--- config.mk ---
export PLATFORM = sky130hd
export DESIGN_NAME = frame_buffer_scheduler_flat
export DESIGN_NICKNAME = d
export VERILOG_FILES = /design/src/rtl/frame_buffer_scheduler_pkg.sv /design/src/rtl/frame_buffer_scheduler_if.sv /design/src/rtl/frame_buffer_scheduler_sat_counter.sv /design/src/rtl/frame_buffer_scheduler.sv /design/src/flat_wrapper.sv
export SDC_FILE = /design/constraint.sdc
export NUM_CORES = 1
export LEC_CHECK = 0
export ABC_AREA = 0
export CORE_UTILIZATION = 41
export CTS_CLUSTER_DIAMETER = 120
export DETAILED_ROUTE_END_ITERATION = 16
export GPL_TIMING_DRIVEN = 0
export HOLD_SLACK_MARGIN = 0.12
export PLACE_DENSITY = 0.79
export SYNTH_ARGS = -nofsm -noshare
export SYNTH_HDL_FRONTEND = slang
export SYNTH_SLANG_ARGS = --single-unit
--- constraint.sdc ---
create_clock -name clock_i -period 5.7 [get_ports clock_i]
set_clock_uncertainty 0.2 [all_clocks]
set_input_delay 1.14 -clock clock_i [delete_from_list [all_inputs] [get_ports clock_i]]
set_output_delay 1.14 -clock clock_i [all_outputs]
set_load 0.005 [all_outputs]
--- src/rtl/frame_buffer_scheduler_pkg.sv ---
// Shared types and helpers for the frame buffer scheduler: FSM states,
// buffer index type and the index-to-DRAM-base lookup.
package fb_sched_pkg;

   typedef enum logic [1:0] {
      START   = 2'd0,
      DRAW    = 2'd1,
      WAIT_VS = 2'd2
   } fsm_state_e;

   typedef logic [1:0] buf_idx_t;

   function automatic logic [31:0] idx_to_base(input buf_idx_t idx,
                                               input logic [31:0] b0,
                                               input logic [31:0] b1,
                                               input logic [31:0] b2);
      logic [31:0] base;
      case (idx)
         2'd0:    base = b0;
         2'd1:    base = b1;
         2'd2:    base = b2;
         default: base = b0;
      endcase
      return base;
   endfunction

endpackage

--- src/rtl/frame_buffer_scheduler_if.sv ---
// Renderer/display handshake bundle; master is the scheduler, slave the
// renderer plus display timing and pixel feeder.
interface fb_sched_if
   import fb_sched_pkg::*;
#(
   parameter int CNT_W = 16
);
   logic             vsync;
   logic             draw_start;
   logic             draw_start_ack;
   logic [31:0]      draw_base;
   logic             draw_done;
   logic [31:0]      disp_base;
   buf_idx_t         disp_idx;
   buf_idx_t         draw_idx;
   buf_idx_t         ready_idx;
   logic             ready_valid;
   logic [CNT_W-1:0] frame_count;
   logic [CNT_W-1:0] drop_count;

   modport master (
      input  vsync, draw_start_ack, draw_done,
      output draw_start, draw_base, disp_base, disp_idx, draw_idx, ready_idx,
             ready_valid, frame_count, drop_count
   );

   modport slave (
      output vsync, draw_start_ack, draw_done,
      input  draw_start, draw_base, disp_base, disp_idx, draw_idx, ready_idx,
             ready_valid, frame_count, drop_count
   );
endinterface

--- src/rtl/frame_buffer_scheduler_sat_counter.sv ---
// Registered event counter that either wraps or sticks at all-ones.
module sat_counter #(
   parameter int WIDTH    = 16,
   parameter bit SATURATE = 1'b0
) (
   input  logic             clock_i,
   input  logic             reset_ni,
   input  logic             inc_i,
   output logic [WIDTH-1:0] count_o
);
   logic [WIDTH-1:0] count_q;
   logic [WIDTH-1:0] count_d;

   // Next count: hold, increment, or hold at the ceiling when saturating
   always_comb begin
      count_d = count_q;
      if (inc_i) begin
         if (SATURATE && (&count_q)) begin
            count_d = count_q;
         end else begin
            count_d = count_q + {{(WIDTH-1){1'b0}}, 1'b1};
         end
      end else begin
         count_d = count_q;
      end
   end

   // Count register
   always_ff @(posedge clock_i or negedge reset_ni) begin
      if (!reset_ni) begin
         count_q <= {WIDTH{1'b0}};
      end else begin
         count_q <= count_d;
      end
   end

   assign count_o = count_q;
endmodule

--- src/rtl/frame_buffer_scheduler.sv ---
// Rotates frame buffer roles between renderer and display, swapping the
// displayed buffer only on vsync so scan-out never tears.
module frame_buffer_scheduler
   import fb_sched_pkg::*;
#(
   parameter bit          TRIPLE = 1'b1,
   parameter logic [31:0] BASE0  = 32'h0000_0000,
   parameter logic [31:0] BASE1  = 32'h0010_0000,
   parameter logic [31:0] BASE2  = 32'h0020_0000,
   parameter int          CNT_W  = 16
) (
   input  logic      clock_i,
   input  logic      reset_ni,
   fb_sched_if.master bus
);
   fsm_state_e  state_q, state_d;
   buf_idx_t    disp_q, disp_d;
   buf_idx_t    draw_q, draw_d;
   buf_idx_t    ready_q, ready_d;
   buf_idx_t    swap_tmp;
   logic        ready_valid_q, ready_valid_d;
   logic        draw_start_q, draw_start_d;
   logic [31:0] draw_base_q, draw_base_d;
   logic [31:0] disp_base_q, disp_base_d;
   logic        frame_inc;
   logic        drop_inc;

   // Role update: vsync effects first, then draw_done acts on the updated roles
   always_comb begin
      state_d       = state_q;
      disp_d        = disp_q;
      draw_d        = draw_q;
      ready_d       = ready_q;
      ready_valid_d = ready_valid_q;
      draw_start_d  = draw_start_q;
      swap_tmp      = draw_q;
      frame_inc     = 1'b0;
      drop_inc      = 1'b0;

      if (TRIPLE) begin
         if (bus.vsync && ready_valid_q) begin
            disp_d        = ready_q;
            ready_d       = disp_q;
            ready_valid_d = 1'b0;
            frame_inc     = 1'b1;
         end else begin
            disp_d = disp_q;
         end
      end else begin
         if (bus.vsync && (state_q == WAIT_VS)) begin
            disp_d        = draw_q;
            draw_d        = disp_q;
            ready_valid_d = 1'b0;
            frame_inc     = 1'b1;
            draw_start_d  = 1'b1;
            state_d       = START;
         end else begin
            disp_d = disp_q;
         end
      end

      case (state_q)
         START: begin
            if (bus.draw_start_ack) begin
               draw_start_d = 1'b0;
               state_d      = DRAW;
            end else begin
               draw_start_d = 1'b1;
            end
         end
         DRAW: begin
            if (bus.draw_done) begin
               ready_valid_d = 1'b1;
               if (TRIPLE) begin
                  // A still-unshown ready frame is overwritten by the newer one
                  drop_inc     = ready_valid_d & ready_valid_q & ~frame_inc;
                  swap_tmp     = draw_d;
                  draw_d       = ready_d;
                  ready_d      = swap_tmp;
                  draw_start_d = 1'b1;
                  state_d      = START;
               end else begin
                  state_d = WAIT_VS;
               end
            end else begin
               state_d = DRAW;
            end
         end
         WAIT_VS: begin
            state_d = state_d;
         end
         default: begin
            state_d = START;
         end
      endcase

      draw_base_d = idx_to_base(draw_d, BASE0, BASE1, BASE2);
      disp_base_d = idx_to_base(disp_d, BASE0, BASE1, BASE2);
   end

   // Role, handshake and base address registers
   always_ff @(posedge clock_i or negedge reset_ni) begin
      if (!reset_ni) begin
         state_q       <= START;
         disp_q        <= 2'd0;
         draw_q        <= 2'd1;
         ready_q       <= 2'd2;
         ready_valid_q <= 1'b0;
         draw_start_q  <= 1'b1;
         draw_base_q   <= BASE1;
         disp_base_q   <= BASE0;
      end else begin
         state_q       <= state_d;
         disp_q        <= disp_d;
         draw_q        <= draw_d;
         ready_q       <= ready_d;
         ready_valid_q <= ready_valid_d;
         draw_start_q  <= draw_start_d;
         draw_base_q   <= draw_base_d;
         disp_base_q   <= disp_base_d;
      end
   end

   sat_counter #(.WIDTH(CNT_W), .SATURATE(1'b0)) u_frame_cnt (
      .clock_i  (clock_i),
      .reset_ni (reset_ni),
      .inc_i    (frame_inc),
      .count_o  (bus.frame_count)
   );

   sat_counter #(.WIDTH(CNT_W), .SATURATE(1'b1)) u_drop_cnt (
      .clock_i  (clock_i),
      .reset_ni (reset_ni),
      .inc_i    (drop_inc),
      .count_o  (bus.drop_count)
   );

   assign bus.draw_start  = draw_start_q;
   assign bus.draw_base   = draw_base_q;
   assign bus.disp_base   = disp_base_q;
   assign bus.disp_idx    = disp_q;
   assign bus.draw_idx    = draw_q;
   assign bus.ready_idx   = ready_q;
   assign bus.ready_valid = ready_valid_q;
endmodule

--- src/flat_wrapper.sv ---
// flat-port wrapper written by rule: the top's interface ports become plain ports
module frame_buffer_scheduler_flat import fb_sched_pkg::*;
#(
   parameter bit          TRIPLE = 1'b1,
   parameter logic [31:0] BASE0  = 32'h0000_0000,
   parameter logic [31:0] BASE1  = 32'h0010_0000,
   parameter logic [31:0] BASE2  = 32'h0020_0000,
   parameter int          CNT_W  = 16
)
  (clock_i, reset_ni, bus_vsync, bus_draw_start_ack, bus_draw_done, bus_draw_start, bus_draw_base, bus_disp_base, bus_disp_idx, bus_draw_idx, bus_ready_idx, bus_ready_valid, bus_frame_count, bus_drop_count);
  fb_sched_if #(.CNT_W(CNT_W)) bus_i ();
  input  logic clock_i;
  input  logic reset_ni;
  input wire logic [$bits(bus_i.vsync)-1:0] bus_vsync;
  input wire logic [$bits(bus_i.draw_start_ack)-1:0] bus_draw_start_ack;
  input wire logic [$bits(bus_i.draw_done)-1:0] bus_draw_done;
  output wire logic [$bits(bus_i.draw_start)-1:0] bus_draw_start;
  output wire logic [$bits(bus_i.draw_base)-1:0] bus_draw_base;
  output wire logic [$bits(bus_i.disp_base)-1:0] bus_disp_base;
  output wire logic [$bits(bus_i.disp_idx)-1:0] bus_disp_idx;
  output wire logic [$bits(bus_i.draw_idx)-1:0] bus_draw_idx;
  output wire logic [$bits(bus_i.ready_idx)-1:0] bus_ready_idx;
  output wire logic [$bits(bus_i.ready_valid)-1:0] bus_ready_valid;
  output wire logic [$bits(bus_i.frame_count)-1:0] bus_frame_count;
  output wire logic [$bits(bus_i.drop_count)-1:0] bus_drop_count;
  assign bus_i.vsync = bus_vsync;
  assign bus_i.draw_start_ack = bus_draw_start_ack;
  assign bus_i.draw_done = bus_draw_done;
  assign bus_draw_start = bus_i.draw_start;
  assign bus_draw_base = bus_i.draw_base;
  assign bus_disp_base = bus_i.disp_base;
  assign bus_disp_idx = bus_i.disp_idx;
  assign bus_draw_idx = bus_i.draw_idx;
  assign bus_ready_idx = bus_i.ready_idx;
  assign bus_ready_valid = bus_i.ready_valid;
  assign bus_frame_count = bus_i.frame_count;
  assign bus_drop_count = bus_i.drop_count;
  frame_buffer_scheduler #(.TRIPLE(TRIPLE), .BASE0(BASE0), .BASE1(BASE1), .BASE2(BASE2), .CNT_W(CNT_W)) u_core (.clock_i(clock_i), .reset_ni(reset_ni), .bus(bus_i));
endmodule
== Word level (Yosys, flattened, before mapping) ==
Index checks and enable logic that the tools add are counted.
Word-level totals
  register bits after elaboration: 86
  latch bits: 0
  bits in writable memories: 0
  ROM bits: 0
  input port bits: 5
  output and inout bits: 104
  word-level logic and storage cells: 51
  memories kept: 0
Operators by class
  $add $sub $neg: 2
  $mul: 0
  div/mod/pow operators: 0
  $lt $le $gt $ge: 0
  equal/unequal tests: 8
  shifts and indexed selects: 0
  mux-type cells: 20
  bitwise operators: 4
  reductions and logical operators: 7
Operators with widths (number)
  $pmux W22 S2: 2
  $add A16 B1 Y16 const B: 2
  $reduce_and A16 Y1: 1
  $mux W2: 7
  $mux W1: 9
  $eq A2 B1 Y1 const B: 3
  $eq A2 B2 Y1 const B: 3
  $pmux W2 S3: 1
  $reduce_and A2 Y1: 3
  $ne A2 B2 Y1 const B: 2
  $not A1 Y1: 3
  $logic_not A2 Y1: 1
  $pmux W1 S2: 1
  $reduce_bool A2 Y1: 1
  $and A1 B1 Y1: 1
  $logic_and A1 B1 Y1: 1

== Depth between registers and ports, before layout ==
Gate-level depths: netlist of the first run.
  depth after elaboration: 7
  gate-level depth with buffers: 6

== Hierarchy ==
Synthesis of the first run repeated with hierarchy kept, for this count alone.
Second synthesis, totals
  cell total of the unflattened synthesis: 240
  area total of the unflattened synthesis: 2571.2 um2
By module, submodules not included
  frame_buffer_scheduler: instances 1, cells an instance 109, area each 1034.7 um2, sequential area each 330.3 um2
  sat_counter (u_core.u_drop_cnt): instances 1, cells an instance 75, area each 840.8 um2, sequential area each 400.4 um2
  sat_counter (u_core.u_frame_cnt): instances 1, cells an instance 56, area each 695.7 um2, sequential area each 400.4 um2

== Least setup slack after synthesis of the first run ==
OpenSTA, ideal clock, no wires.
  path type: in2reg
  start: input port bus_draw_done
  end: register u_core.u_drop_cnt.count_q[1] (netlist: u_core.u_drop_cnt.count_o[1])
  setup time: 0.125 ns
  arrival: 2.152 ns
  slack: 3.223 ns
  cell stages on the path: 4
  buffers on the path: 0
  cell sequence: nand2_1 -> nor2_1 -> and2_4 -> mux2_4
On the way
  word-level cells in the longest chain between the ends: 3
Ends and longest elaborated chain
  start, declared: RTL line flat_wrapper.sv:16  | input wire logic [$bits(bus_i.draw_done)-1:0] bus_draw_done;
  $mux W1: RTL line frame_buffer_scheduler.sv:72  | if (bus.draw_done) begin
  $mux W1: RTL line frame_buffer_scheduler.sv:62  | case (state_q)
  $reduce_and A2 Y1 (no line)
  end signal, assigned: RTL line frame_buffer_scheduler_sat_counter.sv:31  | count_q <= {WIDTH{1'b0}};
  end signal, assigned: RTL line frame_buffer_scheduler_sat_counter.sv:33  | count_q <= count_d;
  end, declared: RTL line frame_buffer_scheduler_sat_counter.sv:11  | logic [WIDTH-1:0] count_q;
Every way passes these cells.
A chain may end at the register's enable or synchronous reset.

== Final worst setup path of the first run ==
Same ends and word-level chain as after synthesis.

==> flow_summary.ini, run 1 <==
[setup_path]
slowest_stage = nor2_1
critPathTopFamily = simple AND/OR/NAND/NOR gates
worstSetupPathType = in -> reg
startpoint = bus_draw_done
critPathRequiredTime_ns = 5.67
path_cells = clkdlybuf4s50_1 > nand2_1 > nor2_1 > and2_4 > mux2_4
reg2reg_from = u_core.u_drop_cnt.count_o[0]
cp.arrival_ns = 2.93
max_stage_delay_ns = 0.52
cp-end-kind = register
crit_buf_inv = 1
path_max_fanout = 10
startpoint_type = input port

[flow_run]
drv_cap = 0

[grt]
grt_pass1_wl_mm = 6.67
gr-total-overflow = 0
antenna_found_initial = 0
grt_util_all_layers = 0.137
grt_max_degree = 35
grt_pass1_vias = 1416

[finish]
nets = 348
synthToLayoutAreaGrowth_pct = 38.8
stdcell_count = 414
multi_input_area_mm2 = 0.00102
register_area_mm2 = 0.00113
design_area_mm2 = 0.00331
layout-drive-gt1-share = 0.246
antenna_cells = 0
fillCellCount = 496
utilization = 0.595

[routing]
drt-initial-drc-count = 46
drtPass1Iterations = 2
wirelength_mm = 4.08
drcViolationCount = 0
avgViaCountPerCell = 4.10
ant_nets = 0
wire_per_inst_um = 9.86
num_vias = 1697

[clock_network]
cts_num_sinks = 45
cts_buffers = 5
cts_resized = 0
cts_setup_buffers = 0
clock_path_buffers = 2
cts_tree = yes
htreeDepth = 2
path_clk_slew_ns = 0.08
insertion_delay_ns = 0.29
ctsHoldBuffers = 0
cts-root-buf = clkbuf_8

[placed_design]
post-place-ws_ns = 2.41
placed_cell_area_mm2 = 0.00319
dp_cells = 406
port_buffers = 48
place.gp.congestion = 0.819
dp_hpwl_mm = 3.19

[timing]
max_slew.worst_pin.slew_ns = 0.682
finalCritPeriodShare = 0.519
period_minus_slack_ns = 2.96
worst_slack_ns = 2.74
rsz0062_at_grt = false
finalMaxSlewViolations = 0
final-setup-viol-count = 0
hold_viol_final = 0
fmax_mhz = 338
slew_headroom = 0.542
totalNegativeSetupSlack_ns = 0
whs_ns = 0.273

[floorplan]
die_h_um = 78.3
core-area_mm2 = 0.00557
rows = 27
die_w_um = 78.3
start_util = 0.428
ios = 109
dieArea_mm2 = 0.00613

[power]
power_mw = 0.998
vdd_drop_max_mv = 0.176
power_density_mw_per_mm2 = 301
p_leak_nw = 1.62

[synthesis]
synth-seq-cells = 45
synth.area.top_cells = dfrtp_1 43%, buf_4 19%, xnor2_1 8.8%
yosysUniqueCellTypes = 31
synth_top_area_cell = dfrtp_1
synth_area_mm2 = 0.00239
synth.avg_cell_area_um2 = 10.6
synth_seq_area_share = 0.474
synth_top_area_share = 0.430
yosys_warnings = 0
post_synth_inst_count = 226

[min_path]
min_from = u_core.u_frame_cnt.count_o[15]
hold_class = reg -> reg

[outcome]
run_status = finished, final reports clean
-- kinds of logic after synthesis --
group / share of synthesized area
multiplexers: 0.0335
XOR/XNOR: 0.103
other: 0.00157
adder cells (fa/ha/maj): 0.0105
buffers and inverters: 0.192
flip-flops: 0.474
AND/OR/NAND/NOR: 0.169
AO/OA/AOI/OAI: 0.0168
-- layout by cell type, fill, tap and decap left out, types with 3 or more instances in the layout --
cell             count
buf_4               60
conb_1              60
clkdlybuf4s50_1     47
dfrtp_1             41
xnor2_1             24
nand2_1             14
nand3_1             14
nand4_1             12
nor2_1              10
clkbuf_8             6
and3_1               5
mux2_2               4
nor2b_1              4
xor2_1               4
dfstp_2              4
o21ai_0              3
nand2b_1             3
nor3_1               3
-- sequential cells by signal, indices dropped and copies added (netlist names) --
register                    count
u_core.u_drop_cnt.count_o      16
u_core.u_frame_cnt.count_o     16
u_core.bus.disp_base            2
u_core.bus.disp_idx             2
u_core.bus.draw_base            2
u_core.bus.draw_idx             2
u_core.bus.ready_idx            2
u_core.bus.draw_start           1
u_core.bus.ready_valid          1
u_core.state_q                  1
-- per-layer routing --
| metal | GRT usage | share of wire | vias to the layer above |
|---|---|---|---|
| met5 | 0 | 0 | - |
| met4 | 0.0278 | 0.0025 | 0 |
| met3 | 0.0349 | 0.062 | 2 |
| met2 | 0.235 | 0.50 | 57 |
| met1 | 0.176 | 0.43 | 774 |
| li1 | - | - | 864 |
-- Yosys cell counts --
master / n
dfstp_2: 4
and4_1: 1
a21oi_1: 2
dfrtp_1: 41
and3_1: 5
nand2b_1: 3
mux2_2: 4
xor2_1: 4
o21ai_0: 3
nor3_1: 3
inv_1: 1
nand4_2: 1
xnor2_1: 24
nand2_1: 14
mux2i_1: 2
nand4b_1: 1
and2_1: 1
ha_1: 2
nand4_1: 12
nand3_1: 14
and2_4: 1
o21a_1: 2
nor2_1: 10
nor2b_1: 4
or3b_2: 1
mux2_4: 1
nor4_1: 2
buf_4: 60
or4_4: 1
conb_1: 1
buf_2: 1
-- worst reg2reg max path, cell delays in order (launching register included) --
cell	delay, ns
dfrtp_1	0.42
ha_1	0.22
nand4_1	0.20
or4_4	0.59
and2_4	0.19
mux2_4	0.29
-- path summary, 6_finish.rpt --
| kind | depth (start not counted) | slack, ns | end |
|---|---|---|---|
| worst max register to register | 5 | 3.49 | u_core.u_drop_cnt.count_o[1] |
| min in group asynchronous | 1 | 0.52 | u_core.u_frame_cnt.count_o[0] |
| max in group asynchronous | 2 | 4.23 | u_core.bus.draw_start |
| worst min-delay path | 1 | 0.27 | u_core.u_frame_cnt.count_o[15] |
| worst min register to register | 1 | 0.27 | u_core.u_frame_cnt.count_o[15] |
| worst max-delay path | 5 | 2.74 | u_core.u_drop_cnt.count_o[1] |
-- final cells by class --
type | count | share of cell area
Buffer | 61 | 0.137
Clock buffer | 6 | 0.0249
Clock inverter | 2 | 0.0113
Inverter | 1 | 0.00113
Multi-Input combinational cell | 178 | 0.307
Sequential cell | 45 | 0.341
Tap cell | 72 | 0.0272
Timing Repair Buffer | 49 | 0.149
-- where the power goes --
part,switching [mW],internal (mW)
registers,0.0583,0.395
clock network,0.104,0.143
logic,0.105,0.193
total,0.267,0.731
No activity file was read; power rests on OpenSTA's default activity.
==> run 2: changes to the inputs <==
- CORE_UTILIZATION: 41 -> 38
- PLACE_DENSITY: 0.79 -> 0.77
- clock period: 5.7 -> 2.7 ns (I/O delays scaled with it)
==> run 2 against run 1 <==
Via count grew 2.9%. Die area is 7.7% higher. Critical path depth stayed put. Clock power is 80% higher. Worst hold slack gained 0.0065 ns. Clock-buffer cell count is 1 higher. Sequential share of layout area increased by 0.052 points. Critical endpoint is now u_core.u_frame_cnt.count_o[7]. Non-clock buffer count rose by 1. Cell area down 0.15%. Sequential cell count unchanged. Utilization decreased by 4.2 points. First-iteration DRC count is 37% lower.
==> flow_summary.ini, run 2 (same netlist as run 1, synthesis figures left out) <==
[timing]
max_slew.worst_pin.slew_ns = 0.735
finalMaxSlewViolations = 0
rsz0062_at_grt = false
fmax_mhz = 414
final-setup-viol-count = 0
hold_viol_final = 0
slew_headroom = 0.506
finalCritPeriodShare = 0.895
period_minus_slack_ns = 2.42

[finish]
layout_common_cells = 60 x buf_4, 60 x conb_1, 47 x clkdlybuf4s50_1, 41 x dfrtp_1, 24 x xnor2_1
antenna_cells = 0
utilization = 0.552
nets = 349
synthToLayoutAreaGrowth_pct = 38.6
layout-drive-gt1-share = 0.245

[power]
seq_power_share = 0.472
p_switching_mw = 0.556
clkPwrFrac = 0.219
p_sw_frac = 0.274
p_leak_nw = 1.62
power_frac_comb = 0.309
power_mw = 2.03
vdd_drop_max_mv = 0.403
power_density_mw_per_mm2 = 613
p_int_mw = 1.47

[clock_network]
cts_resized = 0
insertion_delay_ns = 0.29
cts_tree = yes
path_clk_slew_ns = 0.08
htreeDepth = 2
clock_path_buffers = 2
cts-root-buf = clkbuf_8
cts_buffers = 5
cts_num_sinks = 45

[placed_design]
port_buffers = 48
dp_hpwl_mm = 3.33
place.gp.congestion = 0.824

[flow_run]
drv_cap = 0

[min_path]
hold_class = reg -> reg

[setup_path]
worst-r2r-setup-slack_ns = 0.54
cp.arrival_ns = 2.43
startpoint_type = input port
path_max_fanout = 8
slowest_stage = nor3_1
worstSetupPathType = in -> reg
critPathRequiredTime_ns = 2.71
path_cells = clkdlybuf4s50_1 > nand2_1 > nor3_1 > and3_1 > xor2_1
cp-end-kind = register
max_stage_delay_ns = 0.68

[floorplan]
rows = 28
die_w_um = 81.3
ios = 109
start_util = 0.398
dieArea_mm2 = 0.00660
core-area_mm2 = 0.00599
die_h_um = 81.3

[routing]
drt-initial-drc-count = 29
drcViolationCount = 0
wirelength_mm = 4.25
ant_nets = 0
wire_per_inst_um = 10.2
drtPass1Iterations = 4
avgViaCountPerCell = 4.18
num_vias = 1747

[grt]
grt_pass1_wl_mm = 6.98
grt_pass1_vias = 1544
gr-total-overflow = 0
grt_max_degree = 26
grt_util_all_layers = 0.137
antenna_found_initial = 0

[outcome]
run_status = finished, final reports clean
[run 2: cell count changes in the layout (fill, tap and decap cells not counted)]
cell / previous run / this run
bufinv_16: 1 / 0
clkbuf_8: 6 / 7
clkinvlp_4: 1 / 0
clkinv_2: 0 / 1
dlygate4sd3_1: 0 / 1
[run 2: area by class of cell]
class                           count  area [µm²]
Clock buffer                        7        96.3
Clock inverter                      1        5.00
Multi-Input combinational cell    178        1020
Sequential cell                    45        1130
Buffer                             61         455
Timing Repair Buffer               50         505
Inverter                            1        3.75
Tap cell                           75        93.8
Fill cell                         548        2680
[run 2: layer usage]
layer / routed length, µm / GRT usage / up-vias
met5: 0 / 0 / -
met4: 44 / 0.0429 / 0
met3: 305 / 0.0348 / 6
met2: 2070 / 0.228 / 73
met1: 1820 / 0.172 / 796
li1: - / - / 872
[run 2: repair_timing]
| action | 4_1_cts | 5_1_grt |
|---|---|---|
| buffers inserted | 0 | 0 |
| hold endpoints to repair | 17 | 0 |
| hold buffers | 1 | 0 |
[run 2: final timing paths]
| kind | start | end | depth (start not counted) |
|---|---|---|---|
| min | u_core.u_frame_cnt.count_o[15] | u_core.u_frame_cnt.count_o[15] | 1 |
| min in group asynchronous | reset_ni | u_core.bus.disp_base[21] | 2 |
| max reg2reg | u_core.u_drop_cnt.count_o[0] | u_core.u_drop_cnt.count_o[1] | 5 |
| max in group asynchronous | reset_ni | u_core.bus.draw_start | 3 |
| min reg2reg | u_core.u_frame_cnt.count_o[15] | u_core.u_frame_cnt.count_o[15] | 1 |
| max | bus_vsync | u_core.u_frame_cnt.count_o[7] | 5 |
[run 2: critical path: cells and delay by family]
kind                   cells  cell delay (ns)
XOR/XNOR                   1             0.14
buffers and inverters      1             0.55
AND/OR/NAND/NOR            3             1.18
[run 2: power groups by stage]
| stage | Combinational, mW | Sequential, mW | Clock [mW] |
|---|---|---|---|
| floorplan | 0.273 | 0.969 | 0 |
| global placement | 0.610 | 0.969 | 0 |
| detailed placement | 0.628 | 0.973 | 0 |
| CTS | 0.633 | 0.961 | 0.461 |
| global route | 0.700 | 0.982 | 0.499 |
| finish | 0.628 | 0.958 | 0.444 |
[run 2: through the flow]
step / hold WS, ns / TNS [ns] / std cells / setup slack [ns] / instance area (µm²)
3_3_place_gp: 0.260 / -11.40 / 408 / -0.280 / 3180
5_1_grt: 0.305 / 0 / 418 / 0.136 / 3310
2_1_floorplan: 0.0444 / 0 / 285 / 0.645 / 2610
3_5_place_dp: 0.279 / -0.0368 / 409 / -0.0210 / 3200
4_1_cts: 0.290 / 0 / 418 / 0.278 / 3310
6_report: 0.279 / 0 / 418 / 0.283 / 3310
